**config.mk**
```make
export PLATFORM = sky130hd
export DESIGN_NAME = debug_unit
export DESIGN_NICKNAME = d
export VERILOG_FILES = /design/src/rtl/debug_unit_pkg.sv /design/src/rtl/reg_dump_serializer.sv /design/src/rtl/debug_unit.sv
export SDC_FILE = /design/constraint.sdc
export NUM_CORES = 2
export LEC_CHECK = 0
export ABC_AREA = 1
export CORE_AREA = 10 10 460 462
export CTS_BUF_LIST = sky130_fd_sc_hd__clkbuf_2
export DETAILED_ROUTE_END_ITERATION = 10
export DIE_AREA = 0 0 470 472
export PLACE_DENSITY_LB_ADDON = 0.1
export SLEW_MARGIN = 15
export SYNTH_ARGS = -nofsm -noshare
export SYNTH_HDL_FRONTEND = slang
export SYNTH_SLANG_ARGS = --single-unit
export TNS_END_PERCENT = 30
```
**constraint.sdc**
```tcl
create_clock -name clk -period 5.55 [get_ports clk]
set_clock_uncertainty 0.2 [all_clocks]
set_input_delay 0.8325 -clock clk [delete_from_list [all_inputs] [get_ports clk]]
set_output_delay 0.8325 -clock clk [all_outputs]
set_load 0.01 [all_outputs]
```
**src/rtl/debug_unit_pkg.sv**
```systemverilog
// -----------------------------------------------------------------------------
// debug_unit_pkg
// Shared definitions for the host-side debug controller:
//   - host command codes received over the UART link
//   - HALT_WORD, the instruction that terminates a program load
//   - FSM state encodings used by debug_unit
//   - word_byte(): selects one byte of a 32-bit word, MSB first
// -----------------------------------------------------------------------------
package debug_unit_pkg;

    // Host command bytes, only decoded while the controller is idle
    localparam logic [7:0] CMD_LOAD = 8'h01;
    localparam logic [7:0] CMD_RUN  = 8'h02;
    localparam logic [7:0] CMD_STEP = 8'h03;
    localparam logic [7:0] CMD_DUMP = 8'h04;

    // Instruction that marks end of program, both for the loader and the datapath
    localparam logic [31:0] HALT_WORD = 32'hFFFF_FFFF;

    // Controller FSM encodings
    localparam logic [2:0] ST_IDLE       = 3'd0;
    localparam logic [2:0] ST_LOAD_BYTE  = 3'd1;
    localparam logic [2:0] ST_LOAD_WRITE = 3'd2;
    localparam logic [2:0] ST_RUN        = 3'd3;
    localparam logic [2:0] ST_STEP       = 3'd4;
    localparam logic [2:0] ST_DUMP_SEND  = 3'd5;
    localparam logic [2:0] ST_DUMP_WAIT  = 3'd6;

    // Byte idx 0 is the most significant byte of the word
    function automatic logic [7:0] word_byte(input logic [31:0] word, input logic [1:0] idx);
        logic [7:0] sel;
        case (idx)
            2'd0:    sel = word[31:24];
            2'd1:    sel = word[23:16];
            2'd2:    sel = word[15:8];
            default: sel = word[7:0];
        endcase
        return sel;
    endfunction

endpackage

```
**src/rtl/reg_dump_serializer.sv**
```systemverilog
// -----------------------------------------------------------------------------
// reg_dump_serializer
// Snapshots the register file on i_start and streams it out one byte at a
// time: reg0 first, MSB first within each register. Each byte is a single
// o_tx_start pulse; the next byte is only launched after i_tx_done.
//
// Ports:
//   clk, rst     clock, asynchronous active-low reset
//   i_start      begin a dump (ignored while busy)
//   i_rf_regs    register file, reg0 in the low PROC_BITS bits
//   i_tx_done    transmitter finished the previous byte
//   o_busy       a dump is in progress
//   o_done       combinational: the last byte's i_tx_done is being accepted
//   o_tx_data    byte to transmit, held from its start pulse until i_tx_done
//   o_tx_start   registered one-cycle transmit request
// -----------------------------------------------------------------------------
module reg_dump_serializer
    import debug_unit_pkg::*;
#(
    parameter int PROC_BITS = 32,
    parameter int NUM_REGS  = 32
) (
    input  logic                          clk,
    input  logic                          rst,
    input  logic                          i_start,
    input  logic [NUM_REGS*PROC_BITS-1:0] i_rf_regs,
    input  logic                          i_tx_done,
    output logic                          o_busy,
    output logic                          o_done,
    output logic [7:0]                    o_tx_data,
    output logic                          o_tx_start
);

    localparam int REG_IDX_BITS = (NUM_REGS > 1) ? $clog2(NUM_REGS) : 1;
    localparam logic [REG_IDX_BITS-1:0] LAST_REG = REG_IDX_BITS'(NUM_REGS - 1);

    logic [NUM_REGS-1:0][PROC_BITS-1:0] r_snap;
    logic [REG_IDX_BITS-1:0]            r_reg_idx;
    logic [1:0]                         r_byte_idx;
    logic                               r_busy;
    logic                               r_tx_start;
    logic [7:0]                         r_tx_data;

    logic                    w_accept_done;
    logic                    w_last_byte;
    logic                    w_advance;
    logic [1:0]              w_next_byte;
    logic [REG_IDX_BITS-1:0] w_next_reg;
    logic [PROC_BITS-1:0]    w_next_word;

    // A done strobe coinciding with the start pulse belongs to no byte yet
    assign w_accept_done = r_busy && !r_tx_start && i_tx_done;
    assign w_last_byte   = (r_reg_idx == LAST_REG) && (r_byte_idx == 2'd3);
    assign w_advance     = w_accept_done && !w_last_byte;

    // Byte index wraps 3 -> 0 and carries into the register index
    assign w_next_byte = r_byte_idx + 2'd1;
    assign w_next_reg  = (r_byte_idx == 2'd3) ? r_reg_idx + REG_IDX_BITS'(1) : r_reg_idx;
    assign w_next_word = r_snap[w_next_reg];

    always_ff @(posedge clk or negedge rst) begin
        if (!rst) begin
            r_snap     <= '0;
            r_reg_idx  <= '0;
            r_byte_idx <= '0;
            r_busy     <= 1'b0;
            r_tx_start <= 1'b0;
            r_tx_data  <= '0;
        end else begin
            r_tx_start <= 1'b0;
            if (i_start && !r_busy) begin
                // First byte comes straight from the live inputs so the start
                // pulse can go out on the same edge that takes the snapshot.
                r_snap     <= i_rf_regs;
                r_reg_idx  <= '0;
                r_byte_idx <= '0;
                r_tx_data  <= word_byte(i_rf_regs[PROC_BITS-1:0], 2'd0);
                r_tx_start <= 1'b1;
                r_busy     <= 1'b1;
            end else if (w_advance) begin
                r_reg_idx  <= w_next_reg;
                r_byte_idx <= w_next_byte;
                r_tx_data  <= word_byte(w_next_word, w_next_byte);
                r_tx_start <= 1'b1;
            end else if (w_accept_done) begin
                r_busy     <= 1'b0;
                r_reg_idx  <= '0;
                r_byte_idx <= '0;
            end
        end
    end

    assign o_busy     = r_busy;
    assign o_done     = w_accept_done && w_last_byte;
    assign o_tx_data  = r_tx_data;
    assign o_tx_start = r_tx_start;

endmodule

```
**src/rtl/debug_unit.sv**
```systemverilog
// -----------------------------------------------------------------------------
// debug_unit
// Host-side debug controller between the UART byte links and the datapath.
// Decodes host commands, assembles 4-byte instructions (MSB first) into
// instruction-memory writes, gates the datapath enable for run/step, and
// hands register-file dumps to reg_dump_serializer.
//
// Ports:
//   clk, rst          clock, asynchronous active-low reset
//   i_rx_data/done    received byte and its one-cycle valid strobe
//   i_tx_done         transmitter finished the previous byte
//   i_halt            datapath retired HALT
//   i_rf_regs         register file, reg0 in the low bits
//   o_tx_data/start   byte to send and its one-cycle request
//   o_write_inst_mem  one-cycle instruction-memory write strobe
//   o_inst_mem_addr   write address (word index)
//   o_inst_mem_data   write data
//   o_enable          datapath clock enable
// -----------------------------------------------------------------------------
module debug_unit
    import debug_unit_pkg::*;
#(
    parameter int PC_BITS          = 32,
    parameter int INSTRUCTION_BITS = 32,
    parameter int PROC_BITS        = 32,
    parameter int NUM_REGS         = 32
) (
    input  logic                          clk,
    input  logic                          rst,
    input  logic [7:0]                    i_rx_data,
    input  logic                          i_rx_done,
    input  logic                          i_tx_done,
    input  logic                          i_halt,
    input  logic [NUM_REGS*PROC_BITS-1:0] i_rf_regs,
    output logic [7:0]                    o_tx_data,
    output logic                          o_tx_start,
    output logic                          o_write_inst_mem,
    output logic [PC_BITS-1:0]            o_inst_mem_addr,
    output logic [INSTRUCTION_BITS-1:0]   o_inst_mem_data,
    output logic                          o_enable
);

    logic [2:0]                  r_state;
    logic [1:0]                  r_byte_cnt;
    logic [INSTRUCTION_BITS-9:0] r_word;      // the up-to-3 bytes already received
    logic [PC_BITS-1:0]          r_addr;
    logic                        r_write;
    logic [INSTRUCTION_BITS-1:0] r_inst_data;
    logic                        r_enable;

    logic                        w_dump_start;
    logic                        w_ser_busy;
    logic                        w_ser_done;
    logic [INSTRUCTION_BITS-1:0] w_assembled;

    assign w_assembled = {r_word, i_rx_data};

    // A dump starts on the edge that leaves STEP, the edge that sees HALT in
    // RUN, or the edge that decodes an explicit DUMP command.
    assign w_dump_start = (r_state == ST_STEP)
                       || (r_state == ST_RUN && i_halt)
                       || (r_state == ST_IDLE && i_rx_done && i_rx_data == CMD_DUMP);

    always_ff @(posedge clk or negedge rst) begin
        if (!rst) begin
            r_state     <= ST_IDLE;
            r_byte_cnt  <= '0;
            r_word      <= '0;
            r_addr      <= '0;
            r_write     <= 1'b0;
            r_inst_data <= '0;
            r_enable    <= 1'b0;
        end else begin
            case (r_state)
                ST_IDLE: begin
                    if (i_rx_done) begin
                        case (i_rx_data)
                            CMD_LOAD: begin
                                r_state    <= ST_LOAD_BYTE;
                                r_addr     <= '0;
                                r_byte_cnt <= '0;
                            end
                            CMD_RUN: begin
                                r_state  <= ST_RUN;
                                r_enable <= 1'b1;
                            end
                            CMD_STEP: begin
                                r_state  <= ST_STEP;
                                r_enable <= 1'b1;
                            end
                            CMD_DUMP: r_state <= ST_DUMP_SEND;
                            default:  r_state <= ST_IDLE;
                        endcase
                    end
                end
                ST_LOAD_BYTE: begin
                    if (i_rx_done) begin
                        r_word     <= w_assembled[INSTRUCTION_BITS-9:0];
                        r_byte_cnt <= r_byte_cnt + 2'd1;
                        if (r_byte_cnt == 2'd3) begin
                            r_inst_data <= w_assembled;
                            r_write     <= 1'b1;
                            r_state     <= ST_LOAD_WRITE;
                        end
                    end
                end
                ST_LOAD_WRITE: begin
                    // Any rx strobe here is dropped; the word being written is final
                    r_write <= 1'b0;
                    r_addr  <= r_addr + PC_BITS'(1);
                    r_state <= (r_inst_data == HALT_WORD) ? ST_IDLE : ST_LOAD_BYTE;
                end
                ST_RUN: begin
                    if (i_halt) begin
                        r_enable <= 1'b0;
                        r_state  <= ST_DUMP_SEND;
                    end
                end
                ST_STEP: begin
                    r_enable <= 1'b0;
                    r_state  <= ST_DUMP_SEND;
                end
                ST_DUMP_SEND: begin
                    // The serializer's start pulse is visible during this state
                    r_state <= ST_DUMP_WAIT;
                end
                ST_DUMP_WAIT: begin
                    if (w_ser_done || !w_ser_busy) begin
                        r_state <= ST_IDLE;
                    end else if (i_tx_done) begin
                        r_state <= ST_DUMP_SEND;
                    end
                end
                default: begin
                    r_state  <= ST_IDLE;
                    r_write  <= 1'b0;
                    r_enable <= 1'b0;
                end
            endcase
        end
    end

    reg_dump_serializer #(
        .PROC_BITS (PROC_BITS),
        .NUM_REGS  (NUM_REGS)
    ) u_dump (
        .clk        (clk),
        .rst        (rst),
        .i_start    (w_dump_start),
        .i_rf_regs  (i_rf_regs),
        .i_tx_done  (i_tx_done),
        .o_busy     (w_ser_busy),
        .o_done     (w_ser_done),
        .o_tx_data  (o_tx_data),
        .o_tx_start (o_tx_start)
    );

    assign o_write_inst_mem = r_write;
    assign o_inst_mem_addr  = r_addr;
    assign o_inst_mem_data  = r_inst_data;
    assign o_enable         = r_enable;

endmodule

```
==> impl_results.md <==
* Status: completed
* Crit-path max cell delay at 0.74 ns
* Total negative slack at 0 ns
* Final hold vios at 0
* Cells after Synth at 7312
* Worst-path fanout max at 68
* Vias in the first global route at 66700
* Worst Path Buf+Inv at 1
* Endpoint type of the worst setup path: register
* CTS tree: done
* Post-DP HPWL at 210000 microns
* Tcrit/Tclk final at 0.859
* Mapped cell area at 54300 sq um
* Initial antenna violation count at 89
* Initial core utilization at 0.269
* Sequential cell area fraction in the yosys report at 0.523
* Tmin final at 4.77 ns
* Most common cell in the netlist: nand2_1
* CP Launch Type: register
* Vias per inst at 4.69
* WL final at 305000 microns
* DR WL/cell at 22.7 microns
* Largest net degree at the start of global routing at 187
* Rel. slew slack at 0.0878
* Synthesis-to-layout area growth at 69.1%
* Synth area leaders: dfrtp_1 52%, nand2_1 26%, nand3_1 10%
* WHS at 0.281 ns
* Yosys reg bits at 1136
* Initial DRT Pass Iterations at 7
* CTS Buffer Depth at 4
* # rows at 165
* Core box area at 202000 sq um
* Placer Congestion at 0.872
* Critical Path RT at 7.03 ns
* Warnings, synthesis at 0
* Die height at 472 microns
* Post-synth top cells: 3730 x nand2_1, 1136 x dfrtp_1, 1111 x nand3_1, 330 x inv_1, 309 x o21ai_0
* Syn avg cell area at 7.43 sq um
* Number of DRC markers in iteration 0 at 5083
* Yosys cell types at 35
* Min-Delay Path Class: reg -> reg
* Worst-margin pin slew at 1.37 ns
* Fraction of synthesized cell area taken by the top area cell type at 0.523
* Setup WS pre-CTS at 0.662 ns
* CP max stage cell: buf_4
* Ys flop type: dfrtp_1
* Post-synthesis net count at 8358
* Fin nets at 11500
* Clock sinks at 1136
* Post-synth EDFFs at 0
* Leakage at 43.6 nW
* Layout cells sized above 1 at 0.0603
* Die footprint at 222000 sq um
* First-pass GRT wire length at 448000 microns
* Count of pins over their slew limit at 0
* Crit Path Class: reg -> reg
* Clock Tree Root: clkbuf_2
* RSZ-0062 raised after global routing: false
* CP arrival at 6.25 ns
* IO Pins at 1112
* Peak supply drop at 0.425 mV
* Post-layout util at 0.455
* Share of flip-flops with an asynchronous set or reset at 1.00
* Critical path's most frequent cell: nand2_1
* Achievable frequency at 210 MHz
* Clk Latency, worst-skew pair at 1.85 ns
* H-Tree Level Count at 5
* GR Util All Layers at 0.266
* PwrDens at 447 nW/um^2
* DRC Markers at 0
* Post-route ant nets at 0
* Port bufs at 1111
* Fin worst setup slack at 0.783 ns
* Cells along the critical path: ha_1 > nand2_8 > nand2_4 > buf_4 > nand2_1 > nand3_1 > nand3_1 > nand3_1 > nand2_1 > nand2_1 > nand3_1 > nand2_1 > o21ai_1 > nand2_1 > nand2_1 > nand2_1
* Post-CTS Resized at 0
* Fillcell total at 20600
* Total grt overflow at 0
* DIE WIDTH at 470 microns
* Clock slew at reported path FFs at 0.07 ns
* Synth area leader: dfrtp_1
* Final setup viols at 0
* Vias post-DR at 63100
* Top delay family on crit path: simple AND/OR/NAND/NOR gates
* Max-Cap Viols at 0
* Total CTS buffers at 356
## power by group
group	internal [mW]	switching, mW	leakage, nW
Sequential	12.0	2.13	14.1
Combinational	7.06	13.4	27.2
Clock	2.39	4.06	2.22
Total	21.5	19.6	43.6
## worst paths after layout
path	from	end	slack (ns)	cells after the start
min	u_dump.r_snap[277]	u_dump.r_snap[277]	0.28	2
max in group asynchronous	rst	o_inst_mem_addr[24]	3.02	6
max	u_dump.r_byte_idx[0]	u_dump.o_tx_data[7]	0.78	16
min in group asynchronous	rst	u_dump.r_snap[446]	0.70	5
max reg2reg	u_dump.r_byte_idx[0]	u_dump.o_tx_data[7]	0.78	16
min reg2reg	u_dump.r_snap[277]	u_dump.r_snap[277]	0.28	2
## area by class of cell
class	instances	area, sq um	area share
Antenna cell	76	190	0.00207
Clock buffer	504	2520	0.0275
Clock inverter	72	289	0.00315
Inverter	333	1260	0.0137
Multi-Input combinational cell	5359	22600	0.246
Sequential cell	1136	28400	0.309
Tap cell	2672	3340	0.0364
Timing Repair Buffer	3297	33300	0.362
## worst min-delay path: stages (launching register included)
cell     delay [ns]
dfrtp_1        0.34
nand2_1        0.06
nand2_1        0.05
## flip-flops by register name, summed over array words and instances, names as in the netlist
signal             cells
u_dump.o_tx_start      1
u_dump.o_tx_data       8
o_inst_mem_data       32
r_word                24
r_state                3
u_dump.r_reg_idx       5
o_write_inst_mem       1
u_dump.r_byte_idx      2
u_dump.r_snap       1024
o_enable               1
u_dump.o_busy          1
o_inst_mem_addr       32
r_byte_cnt             2
## per-layer routing
layer / track usage / wire, microns
met5: 0 / 239
met2: 0.443 / 144000
met3: 0.0538 / 17000
met1: 0.338 / 131000
met4: 0.108 / 12500
## kinds of logic after synthesis
group | after synthesis | share of synthesized area
xor gates and xnor gates | 20 | 0.00336
muxes | 8 | 0.00166
AOI/OAI and AO/OA | 374 | 0.0358
buffers and inverters | 817 | 0.0630
DFF | 1136 | 0.523
adders and majority gates | 9 | 0.00207
and+or+nand+nor | 4948 | 0.371
## layout by cell type (no fill, tap or decap), drive strengths merged, types with 20 or more instances in the layout
master            n
nand2          3732
dlygate4sd3    2077
dfrtp          1136
nand3          1111
clkdlybuf4s50  1110
clkbuf          504
inv             335
o21ai           321
buf             110
diode            76
clkinv           68
nor2             42
nor3             20
xor2             20
## stage by stage
| step | std cells | cell area [sq um] | power, mW |
|---|---|---|---|
| 6_report | 13400 | 91900 | 41.1 |
| 5_1_grt | 13400 | 91800 | 44.3 |
| 4_1_cts | 13400 | 91700 | 41.6 |
| 3_5_place_dp | 10700 | 68100 | 33.7 |
| 3_3_place_gp | 10700 | 68100 | 33.6 |
| 2_1_floorplan | 7312 | 54300 | 24.7 |
## timing repair
action / in CTS / in global routing
setup buffers: 0 / 0
hold endpoints to repair: 2226 / 0
hold buffers: 2078 / 0
No activity file was read; power rests on OpenSTA's default activity.
